===== src/rtl/coriolis_ker1_subker0_obuf.sv =====
// Output buffer for the coriolis_ker1_subker0 divider: converts FloPoCo words to
// IEEE-754 single and queues them behind a first-word-fall-through output register.
module coriolis_ker1_subker0_obuf #(
  parameter int STREAMW = 34,
  parameter int OUTW    = 32,
  parameter int DEPTH   = 16,
  parameter int SLACK   = 13
) (
  input  logic                       clk,
  input  logic                       rst,
  input  logic                       ivalid_in1_s0,
  input  logic [STREAMW-1:0]         in1_s0,
  output logic                       iready,
  output logic                       ovalid,
  output logic [OUTW-1:0]            out1_s0,
  input  logic                       oready,
  output logic [$clog2(DEPTH+1)-1:0] count,
  output logic                       ovf
);

  localparam int CW = $clog2(DEPTH + 1);
  localparam int AW = $clog2(DEPTH);

  // Handshake: a word moves on any edge where valid and ready are both high;
  // valid never depends on ready, and data holds while valid is high and ready is low.

  logic [OUTW-1:0] mem_q [DEPTH];
  logic [AW-1:0]   wr_ptr_q, rd_ptr_q;
  logic [CW-1:0]   count_q, count_d;
  logic            ovalid_q;
  logic [OUTW-1:0] out_q;
  logic            ovf_q;

  logic [OUTW-1:0] conv;
  logic [CW-1:0]   mem_cnt;
  logic            push, pop, full, mem_empty;
  logic            load_slot, from_mem, bypass, wr_mem;

  always_comb begin
    conv = '0;
    unique case (in1_s0[STREAMW-1 -: 2])
      2'b00:   conv = {in1_s0[31], 31'b0};
      2'b01:   conv = in1_s0[31:0];
      2'b10:   conv = {in1_s0[31], 8'hFF, 23'b0};
      default: conv = 32'h7FC0_0000;
    endcase
  end

  assign full      = (count_q == CW'(DEPTH));
  assign pop       = ovalid_q & oready;
  assign push      = ivalid_in1_s0 & (~full | pop);
  // Entries behind the output register; the register itself counts as one.
  assign mem_cnt   = count_q - CW'(ovalid_q);
  assign mem_empty = (mem_cnt == '0);
  assign load_slot = ~ovalid_q | pop;
  assign from_mem  = load_slot & ~mem_empty;
  assign bypass    = load_slot & mem_empty & push;
  assign wr_mem    = push & ~bypass;

  always_comb begin
    count_d = count_q;
    unique case ({push, pop})
      2'b10:   count_d = count_q + 1'b1;
      2'b01:   count_d = count_q - 1'b1;
      default: count_d = count_q;
    endcase
  end

  always_ff @(posedge clk) begin
    if (wr_mem) mem_q[wr_ptr_q] <= conv;
  end

  always_ff @(posedge clk) begin
    if (rst) begin
      wr_ptr_q <= '0;
      rd_ptr_q <= '0;
      count_q  <= '0;
      ovalid_q <= 1'b0;
      out_q    <= '0;
      ovf_q    <= 1'b0;
    end else begin
      count_q <= count_d;
      if (wr_mem) wr_ptr_q <= wr_ptr_q + 1'b1;
      if (from_mem) begin
        out_q    <= mem_q[rd_ptr_q];
        rd_ptr_q <= rd_ptr_q + 1'b1;
        ovalid_q <= 1'b1;
      end else if (bypass) begin
        out_q    <= conv;
        ovalid_q <= 1'b1;
      end else if (load_slot) begin
        ovalid_q <= 1'b0;
      end
      if (ivalid_in1_s0 && full && !pop) ovf_q <= 1'b1;
    end
  end

  assign iready  = ~rst & ((DEPTH - int'(count_q)) >= SLACK);
  assign ovalid  = ovalid_q;
  assign out1_s0 = out_q;
  assign count   = count_q;
  assign ovf     = ovf_q;

endmodule


===== config.mk =====
export PLATFORM = sky130hd
export DESIGN_NAME = coriolis_ker1_subker0_obuf
export DESIGN_NICKNAME = d
export VERILOG_FILES = /design/src/rtl/coriolis_ker1_subker0_obuf.sv
export SDC_FILE = /design/constraint.sdc
export NUM_CORES = 1
export LEC_CHECK = 0
export BUFFER_PORTS_ARGS = -buffer_cell sky130_fd_sc_hd__buf_2
export CORE_MARGIN = 1.5
export CORE_UTILIZATION = 23
export DETAILED_ROUTE_END_ITERATION = 6
export PLACE_DENSITY = 0.38
export SKIP_LAST_GASP = 1
export SLEW_MARGIN = 30
export SYNTH_ARGS = -nofsm -noshare
export SYNTH_HDL_FRONTEND = slang
export SYNTH_SLANG_ARGS = --single-unit

===== constraint.sdc =====
create_clock -name clk -period 9.3 [get_ports clk]
set_input_delay 1.86 -clock clk [delete_from_list [all_inputs] [get_ports clk]]
set_output_delay 1.86 -clock clk [all_outputs]
set_load 0.005 [all_outputs]

; ---- After elaboration in Yosys (flattened, before gate mapping)
; Memory sizes are Yosys's and may differ from the RTL's. A register that Yosys moved wholly into a read port is not among the register bits.
; Index checks and enable logic that the tools add are counted.
; W data, S select, Z words.
[totals]
register_bits = 47
ram_bits = 512
in_bits = 38
output_inout_bits = 40
elab_cells = 52
mem_count = 1
[op_classes]
addsub = 6
magnitude_cmp = 1
n_eq_ne = 5
mux = 11
bitwise = 14
reduce_logical = 8
[memory_table]
columns = memory, words, width, read_ports, rd_clocked_by_memory_dff, wr, line
row1 = mem_q, 16, 32, 1, 1, 1, 27  ; logic [OUTW-1:0] mem_q [DEPTH];
[op_table]
columns = cell, n
row1 = $pmux W32 S3, 1
row2 = $mux W32, 2
row3 = $pmux W5 S2, 1
row4 = $add A4 B1 Y4 const B, 2
row5 = $mux W4, 2
row6 = $and A1 B1 Y1, 7
row7 = $ge A6 B5 Y1 const B, 1
row8 = $sub A5 B5 Y6 const A, 1
row9 = $add A5 B1 Y5 const B, 1
row10 = $eq A5 B5 Y1 const B, 1
row11 = $logic_not A5 Y1, 1
row12 = $mux W1, 5
row13 = $not A1 Y1, 5
row14 = $sub A5 B1 Y5, 1
row15 = $sub A5 B1 Y5 const B, 1
row16 = $eq A2 B1 Y1 const B, 2
row17 = $eq A2 B2 Y1 const B, 2
row18 = $reduce_bool A2 Y1, 2
row19 = $reduce_bool A3 Y1, 1
row20 = $logic_and A1 B1 Y1, 2
row21 = $logic_not A2 Y1, 1
row22 = $or A1 B1 Y1, 2
row23 = $logic_not A1 Y1, 1

; ---- Longest topological paths before layout
; Gate-level depths: netlist of the first run.
[logic_depth]
depth_word = 9
ltp_mapped = 9
depth_no_buf = 9

; ---- Worst setup path before layout of the first run
; Ideal clock, no wire load.
[synth_path]
path_type = input port to flip-flop
from = in oready
to = mem mem_q[3][0] (enable)
setup_time_ns = 0.461
arrival_time_ns = 5.010
required_time_ns = 8.839
slack_ns = 3.830
cell_stages = 4
path_buffers = 0
path_cell_list = nand2b_1 a311oi_2 nand2_1 nor3_1
[synth_via]
elab_chain_len = 8
elab_cells_between_ends = 10
classes_between = 2 x mux / 8 x bitwise
[synth_lines]
columns = item, line
row1 = start: declaration, 16  ; input logic oready,
row2 = $and A1 B1 Y1 (*), 50  ; assign pop = ovalid_q & oready;
row3 = "$or A1 B1 Y1, on equally long branches", "55, 51"
row4 = "$and A1 B1 Y1, on equally long branches", "57, 51"
row5 = $and A1 B1 Y1, 57  ; assign bypass = load_slot & mem_empty & push;
row6 = $not A1 Y1, 58  ; assign wr_mem = push & ~bypass;
row7 = $and A1 B1 Y1 (*), 58
row8 = $mux W1 (*), 70  ; if (wr_mem) mem_q[wr_ptr_q] <= conv;
row9 = $mux W1 (implied by the code) (*), 70
row10 = end: declaration, 27
; Mark *: on every way between the ends. The rest lies on a longest branch, timed or not.

; ---- Worst setup path after layout of the first run
[layout_path]
from = in rst
to = out iready
[layout_via]
elab_chain_len = 2
[layout_lines]
columns = item, line
row1 = start: declaration, 10  ; input logic rst,
row2 = $not A1 Y1, 98  ; assign iready = ~rst & ((DEPTH - int'(count_q)) >= SLACK);
row3 = $and A1 B1 Y1, 98
row4 = end: declaration, 13  ; output logic iready,
; Every way passes these cells.

==> results of run 1 <==
## final cells by class
class	count	area [um2]
repair buffers	106	636
well taps	1265	1580
clock inverters	31	355
multi-input cells	492	5300
fillers	9512	68800
flip-flops and latches	563	16400
inverters	7	26.3
clock buffers	81	1640
diodes	3	7.51
## routing by layer
metal / vias up / part of all wire / global-route usage
met4: 4 / 0.015 / 0.0268
met2: 228 / 0.46 / 0.197
li1: 4865 / - / -
met5: - / 0.00049 / 0
met3: 69 / 0.045 / 0.0247
met1: 5955 / 0.48 / 0.178
## how the worst max path moves through the flow
stage | startpoint | to | cells after the start
final | rst | iready | 4
after global routing | rst | iready | 4
after detailed placement | oready | mem_q[15][24] | 6
after global placement | oready | mem_q[15][24] | 6
after floorplan | oready | mem_q[3][0] | 4
after CTS | rst | iready | 4
## cells by family (layout without fill, tap and decap cells)
group,Yosys count,count (layout)
AND/OR/NAND/NOR,119,119
adder cells (fa/ha/maj),11,11
other,0,3
multiplexers,194,194
XOR/XNOR,10,10
AO/OA/AOI/OAI,158,158
buffers and inverters,77,225
flip-flops,563,563
## Yosys cell counts (all sizes together)
library cell,n
nor4,1
a21boi,3
ha,10
and3,1
xnor2,6
nor3,31
nor2b,7
edfxtp,512
nand3,1
a21oi,5
nand2,20
and2,23
dfxtp,51
a221oi,9
fa,1
mux4,94
inv,7
mux2i,91
o211a,23
o21ai,9
o21a,3
nand2b,3
a311oi,10
nand4,3
a211oi,3
a31oi,1
a2111oi,2
mux2,9
nor2,28
nor4b,1
o21bai,1
o22ai,32
o211ai,23
a22oi,25
a21o,9
clkbuf,37
xor2,4
buf,33
## power breakdown
group | leakage [nW] | internal, mW | switching, mW
sequential | 5.13 | 2.87 | 0.108
clock | 0.973 | 1.41 | 1.01
combinational | 2.18 | 0.460 | 0.567
## placed cells by master, fill, tap and decap left out, drive strengths merged, types with 10 or more instances in the layout
master,count
edfxtp,512
buf,106
mux4,94
mux2i,91
clkbuf,81
dfxtp,51
o22ai,32
nor3,31
nor2,28
a22oi,25
and2,23
o211ai,23
o211a,23
clkinv,21
nand2,20
ha,10
a311oi,10
## flip-flops by register name (all words and copies together), names as in the netlist, named ones only
| signal | cells |
|---|---|
| ovf | 1 |
| rd_ptr_q | 4 |
| wr_ptr_q | 4 |
| count | 5 |
| mem_q | 512 |
| ovalid | 1 |
| out1_s0 | 32 |
## critical path, cell delays in order
cell and delay, ns:
buf_2 0.08, buf_4 0.62, a21oi_1 0.08, buf_2 0.16
## metrics by stage
stage / power (mW) / area [um2] / hold WS, ns / setup WS [ns] / cells
2_1_floorplan: 3.71 / 21900 / 0.461 / 3.83 / 1132
3_3_place_gp: 4.08 / 23900 / 0.461 / 4.50 / 2432
3_5_place_dp: 4.09 / 23900 / 0.473 / 4.46 / 2433
4_1_cts: 6.54 / 25900 / 0.487 / 4.59 / 2545
5_1_grt: 6.69 / 26000 / 0.527 / 4.54 / 2545
6_report: 6.42 / 26000 / 0.483 / 4.63 / 2548
==> run metrics, run 1 <==
r2r setup slk=about 5.7 ns; Adder-Cell Fraction of Synth Area=0.00661; min-delay src=ovf; fraction of layout instances using a drive strength above 1=0.253; final period utilization=0.502; Rows=113; TritonCTS clock tree=yes; Initial Utilization=0.232; syn_nets=1,181; number of post-CTS setup repair buffers=0; Netlist Area Pre-Place=roughly 22,000 um2; WHS Path Cells=2; simple-gate share of the synthesized area=0.0270; LEAKAGE=slightly above 8 nW; setup_tns=0 ns; total CTS buffers=between 60 and 70; MaxCap Viol Count=0; Via Count=11,121; die area=just under 100,000 um2; fin crit period=between 4 and 5 ns; syn avg cell area=about 19 um2; later-pin clock latency in the skew report=0.64 ns; # IOs=78; final WL=around 60,000 um; Max Buffers Root-to-Sink=3; Fmax=214 MHz; Setup violations, final=0; vias per inst=about 4.4; DRC=0; sequential area share after synthesis=0.747; Port Buffers=just under 80; Layout Skew=0.0320 ns; hold endpoint=ovf; routed len/inst=about 24 um; # resized after CTS=0; CTS Root Cell=clkbuf_16; Die Span X=between 300 and 400 um; RR Endpoint=out1_s0[18]; Yosys top cell area share=0.701; number of global-route vias before repair=~12,000; final slew viol count=0; VDD IR max=0.138 mV; RD Place Congestion=a little over 0.7; crit path launch type=input pin; worst slew pin tran=about 0.97 ns; Slew headroom=0.353; worst reg2reg path depth=5; Clock Sinks=between 500 and 600; Yosys cell types=45; post-synth top area cell=edfxtp_1; CP endpoint kind=output port; Layout area overhead=18.3%; hold_buf cts=0; Worst-path clk slew=0.06 ns; DRT iter0 DRCs=just under 800; largest net degree at the start of global routing=between 90 and 100; Die Y=approximately 310 um; critical path type=in2out; core box area=94,700 um2; first-pass GRT wire length=87,800 um; antenna violations before repair=4; Pre-antenna DRT Iters=5; final core utilization=0.274; type of the most critical hold path=reg2reg; Nets=1,280; ranking of synthesized cells by area=edfxtp_1, mux4_2, dfxtp_1; Compound-Gate Fraction of Synth Area=0.0547; RSZ-0062 raised after global routing=false; Critical Path AT=2.81 ns; Final Hold Vio Count=0; total gr overflow=0; WP data required=7.44 ns; Gate Count Post-Synth=around 1,100; yosys warns=0; Crit Path Max Fanout=49; post-synthesis register bit count=around 560; post-synthesis xor/xnor area fraction=0.00399; P per Cell Area=roughly 250 nW/um2; portion of netlist area occupied by mux cells=0.143; run status=finished clean; dpl hpwl=~35,000 um; GRT Util Overall=0.125; antenna-violating nets left=0; H-tree levels=2; combinational family with the most area after synthesis=multiplexers
(Power assumes the default switching activity.)
==> run 2: changes to the inputs <==
- clock period: 9.3 -> 4.55 ns (I/O delays scaled with it)
==> run metrics, run 2 (same netlist as run 1, synthesis figures left out) <==
pre-CTS setup slack=roughly 1.3 ns; Worst-path clk slew=0.06 ns; Die Span X=about 310 um; antenna violations before repair=4; die area=97,300 um2; final slew viol count=0; CP endpoint kind=output port; VDD IR max=between 0.2 and 0.3 mV; Critical Path AT=between 2 and 2.5 ns; Max Buffers Root-to-Sink=3; RSZ-0062 raised after global routing=false; Slew headroom=0.380; critical path type=reg2out; Worst R2R Start=count[0]; number of global-route vias before repair=approximately 11,000; # fillers=around 9,500; max reg flops=about 510; later-pin clock latency in the skew report=between 0.6 and 0.7 ns; number of post-CTS setup repair buffers=0; vias per inst=4.32; Crit Path Max Fanout=6; MaxCap Viol Count=0; antenna cells=0; crit-path max cell delay=around 0.40 ns; fin crit period=about 3.0 ns; fraction of layout instances using a drive strength above 1=0.259; Reg area=approximately 16,000 um2; crit path launch type=register; Rows=around 110; Layout Skew=0.0207 ns; total gr overflow=0; RD Place Congestion=roughly 0.7; Nets=around 1,300; Setup violations, final=0; final period utilization=0.661; worst slew pin tran=between 0.9 and 1 ns; Final Power=between 10 and 15 mW; CTS Root Cell=clkbuf_16; antenna-violating nets left=0; Fmax=roughly 330 MHz; crit path cell chain=nor4_1, ha_1, o21bai_1, a21oi_1, buf_2; slowest CP cell=nor4_1; first-pass GRT wire length=85,100 um; most common cell after layout, fill and taps aside=edfxtp_1; dpl hpwl=34,600 um; Port Buffers=77; run status=finished clean; P per Cell Area=slightly below 500 nW/um2; Final Hold Vio Count=0; core box area=94,700 um2; total CTS buffers=slightly below 60; GRT Util Overall=0.122; most frequent cells in the layout=edfxtp_1, mux4_2, mux2i_1, buf_2, clkbuf_16; WP data required=approximately 3.6 ns; Setup WS post-layout=1.54 ns; DRT iter0 DRCs=~710; Clock Sinks=563; Die Y=312 um; largest net degree at the start of global routing=between 50 and 60; Layout area overhead=18.8%; H-tree levels=2; TritonCTS clock tree=yes; hold_buf cts=0; worst path buffer plus inverter count=1; Via Count=11,013; min-delay src=rd_ptr_q[1]; multi-input logic area=roughly 5300 um2; final WL=between 50,000 and 60,000 um; type of the most critical hold path=reg2reg; Worst Setup SP=count[3]; routed len/inst=between 20 and 25 um; Biggest register=mem_q; Initial Utilization=0.232; # resized after CTS=0; LEAKAGE=8.32 nW; DRC=0; Pre-antenna DRT Iters=5; critical path's top delay family=simple AND/OR/NAND/NOR gates; # IOs=between 70 and 80; setup_tns=0 ns
[run 2: cell count changes in the layout (fill, tap and decap cells not counted), moves of 3 or more]
cell / delta
buf_4: -5
buf_12: +14
diode_2: -3
inv_6: +3
clkbuf_16: -3
clkbuf_8: -3
clkinv_2: +4
[run 2: area by class of cell]
| cell class | instances | area share |
|---|---|---|
| Multi-Input combinational cell | 492 | 0.203 |
| Clock buffer | 74 | 0.0584 |
| Tap cell | 1265 | 0.0607 |
| Sequential cell | 563 | 0.629 |
| Timing Repair Buffer | 116 | 0.0347 |
| Clock inverter | 35 | 0.0125 |
| Inverter | 7 | 0.00101 |
[run 2: routing by layer]
layer  wire length [um]  GRT usage
met5                 16          0
met1              28700      0.174
met2              27200      0.190
met4               1070     0.0273
met3               2320     0.0230
[run 2: where the power goes]
group / switching, mW / internal, mW
Sequential: 0.186 / 5.86
Combinational: 1.15 / 0.984
Clock: 2.03 / 2.65
[run 2: worst min-delay path, cell delays in order, from the launching register on]
cell and delay [ns]:
dfxtp_1 0.33, nand2_1 0.06, a21oi_1 0.07
[run 2: path summary, 6_finish.rpt]
kind | end | slack [ns] | depth (start not counted)
setup reg to reg | mem_q[5][30] | 1.61 | 8
hold reg to reg | register | 0.50 | 2
setup / recovery | iready | 1.54 | 5
hold / removal | register | 0.50 | 2
[run 2: through the flow]
stage                     cell area (um2)  hold slack (ns)  utilization  std cells
after global placement              24200            0.462        0.255       2441
after floorplan                     21900            0.461            -       1132
after detailed placement            24200            0.497        0.256       2443
after CTS                           26100            0.509        0.275       2552
after global routing                26100            0.529        0.275       2552
final                               26100            0.501        0.275       2552
==> run 3: changes to the inputs <==
- ABC_AREA: unset -> 1
- PLACE_DENSITY: 0.38 -> 0.39
- clock period: 4.55 -> 2.72 ns (I/O delays scaled with it)
==> run metrics, run 3 <==
WP data required=~2.2 ns; CTS Root Cell=clkbuf_16; Setup violations, final=0; EDFF count, synth=~500; Critical Path AT=2.05 ns; number of global-route vias before repair=16,117; Slew headroom=0.542; Rows=118; Pre-antenna DRT Iters=5; Initial Utilization=0.233; total gr overflow=0; critical path type=reg2out; core box area=between 100,000 and 150,000 um2; dpl hpwl=~44,000 um; RR Endpoint=mem_q[10][10]; DRT iter0 DRCs=1,106; vias per inst=4.15; syn avg cell area=10.0 um2; sequential area share after synthesis=0.678; Worst-path clk slew=0.06 ns; DRC=0; final slew viol count=0; Fmax=around 390 MHz; Netlist Area Pre-Place=around 24,000 um2; WHS Path Cells=3; first-pass GRT wire length=109,000 um; type of the most critical hold path=in2reg; final period utilization=0.952; Biggest register=mem_q; count leader, synth=nand2_1; ranking of synthesized cells by area=edfxtp_1, nand2_1, nand3_1; # resized after CTS=0; H-tree levels=3; antenna violations before repair=0; run status=finished clean; most frequent cells after synthesis=nand2_1, edfxtp_1, nand3_1, inv_1, nor2_1; antenna-violating nets left=0; later-pin clock latency in the skew report=0.61 ns; # IOs=~80; number of post-CTS setup repair buffers=0; Clock Sinks=~560; P per Cell Area=roughly 810 nW/um2; final core utilization=0.283; VDD IR max=0.328 mV; # fillers=between 10,000 and 15,000; fin crit period=2.59 ns; RSZ-0062 raised after global routing=false; routed len/inst=18.3 um; largest net degree at the start of global routing=74; TritonCTS clock tree=yes; hold_buf cts=0; Die Y=approximately 330 um; DP Area=27,200 um2; CP endpoint kind=output port; Worst R2R Start=count[2]; Port Buffers=between 70 and 80; hold endpoint=ovf; Gate Count Post-Synth=2,416; Final Hold Vio Count=0; GRT Util Overall=0.136; pre-CTS setup slack=around 0.26 ns; most common cell after layout, fill and taps aside=nand2_1; asr flop ratio synth=0; Layout area overhead=21.3%; RD Place Congestion=approximately 0.75; Layout Skew=around 0.024 ns; Post-synth top flop=edfxtp_1; min-delay src=ivalid_in1_s0; most frequent cells in the layout=nand2_1, edfxtp_1, nand3_1, inv_1, nor2_1; r2r setup slk=0.32 ns; worst reg2reg path depth=8; Nets=approximately 2,600; LEAKAGE=about 12 nW; crit path launch type=register; total CTS buffers=66; Yosys top cell area share=0.636; worst slew pin tran=0.686 ns; Finished Cell Area=around 29,000 um2; yosys warns=0; die area=~110,000 um2; Crit Path Max Fanout=6; post-synthesis register bit count=~560; Max Buffers Root-to-Sink=3; post-synth top area cell=edfxtp_1; Setup WS post-layout=between 0.1 and 0.15 ns; MaxCap Viol Count=0; Via Count=about 17,000; final WL=72,700 um; Die Span X=between 300 and 400 um; fraction of layout instances using a drive strength above 1=0.117; syn_nets=about 2,500; Yosys cell types=32; max reg flops=512
[run 3: changes by cell type in the layout (fill, tap and decap cells not counted), sizes merged, moves of 71 or more]
| cell | change |
|---|---|
| nand2 | +854 |
| nand3 | +358 |
| inv | +291 |
| mux4 | -94 |
| mux2i | -91 |
| nor2 | +83 |
| buf | +71 |
[run 3: where the power goes]
group	total [mW]	switching, mW	internal (mW)
Combinational	4.88	3.35	1.53
Sequential	9.98	0.195	9.78
Clock	8.76	3.52	5.23
[run 3: critical path, stage by stage (launching register included)]
cell	delay (ns)
dfxtp_1	0.35
nor4_1	0.41
ha_1	0.31
o221a_2	0.24
buf_2	0.13
[run 3: how the worst max path moves through the flow]
| stage | from | endpoint | slack [ns] | cells past startpoint |
|---|---|---|---|---|
| 2_1_floorplan | count[3] | mem_q[11][0] | -0.47 | 7 |
| 3_3_place_gp | oready | mem_q[9][20] | 0.14 | 9 |
| 3_5_place_dp | oready | mem_q[6][23] | 0.26 | 9 |
| 4_1_cts | count[0] | iready | 0.09 | 4 |
| 5_1_grt | count[0] | iready | 0.05 | 4 |
| 6_report | count[0] | iready | 0.13 | 4 |
[run 3: cell type report]
cell class / count / area, um2 / area share
diodes: 1 / 2.50 / 0.0000853
clock buffers: 96 / 1870 / 0.0637
clock inverters: 23 / 235 / 0.00802
inverters: 301 / 1140 / 0.0388
multi-input cells: 1425 / 6170 / 0.210
flip-flops and latches: 563 / 16400 / 0.560
well taps: 1380 / 1730 / 0.0589
repair buffers: 187 / 1770 / 0.0605
[run 3: stage by stage]
stage	setup TNS [ns]	instances	total power, mW	hold WS, ns
after detailed placement	0	3856	15.2	0.455
after CTS	0	3975	24.0	0.167
final	0	3976	23.6	0.211
after global placement	0	3856	15.2	0.450
after floorplan	-205.82	2416	13.1	0.447
after global routing	0	3975	24.8	0.237
[run 3: routing by layer]
metal | part of all wire | global-route usage
met4 | 0.019 | 0.0330
met2 | 0.47 | 0.224
met1 | 0.47 | 0.185
met5 | 0 | 0
met3 | 0.036 | 0.0230
[run 3: logic make-up after synthesis]
group | after synthesis | share of synthesized area
and+or+nand+nor | 1347 | 0.228
DFF | 563 | 0.678
buffers and inverters | 428 | 0.0718
AOI/OAI and AO/OA | 64 | 0.0144
adders and majority gates | 11 | 0.00601
xor gates and xnor gates | 3 | 0.00109
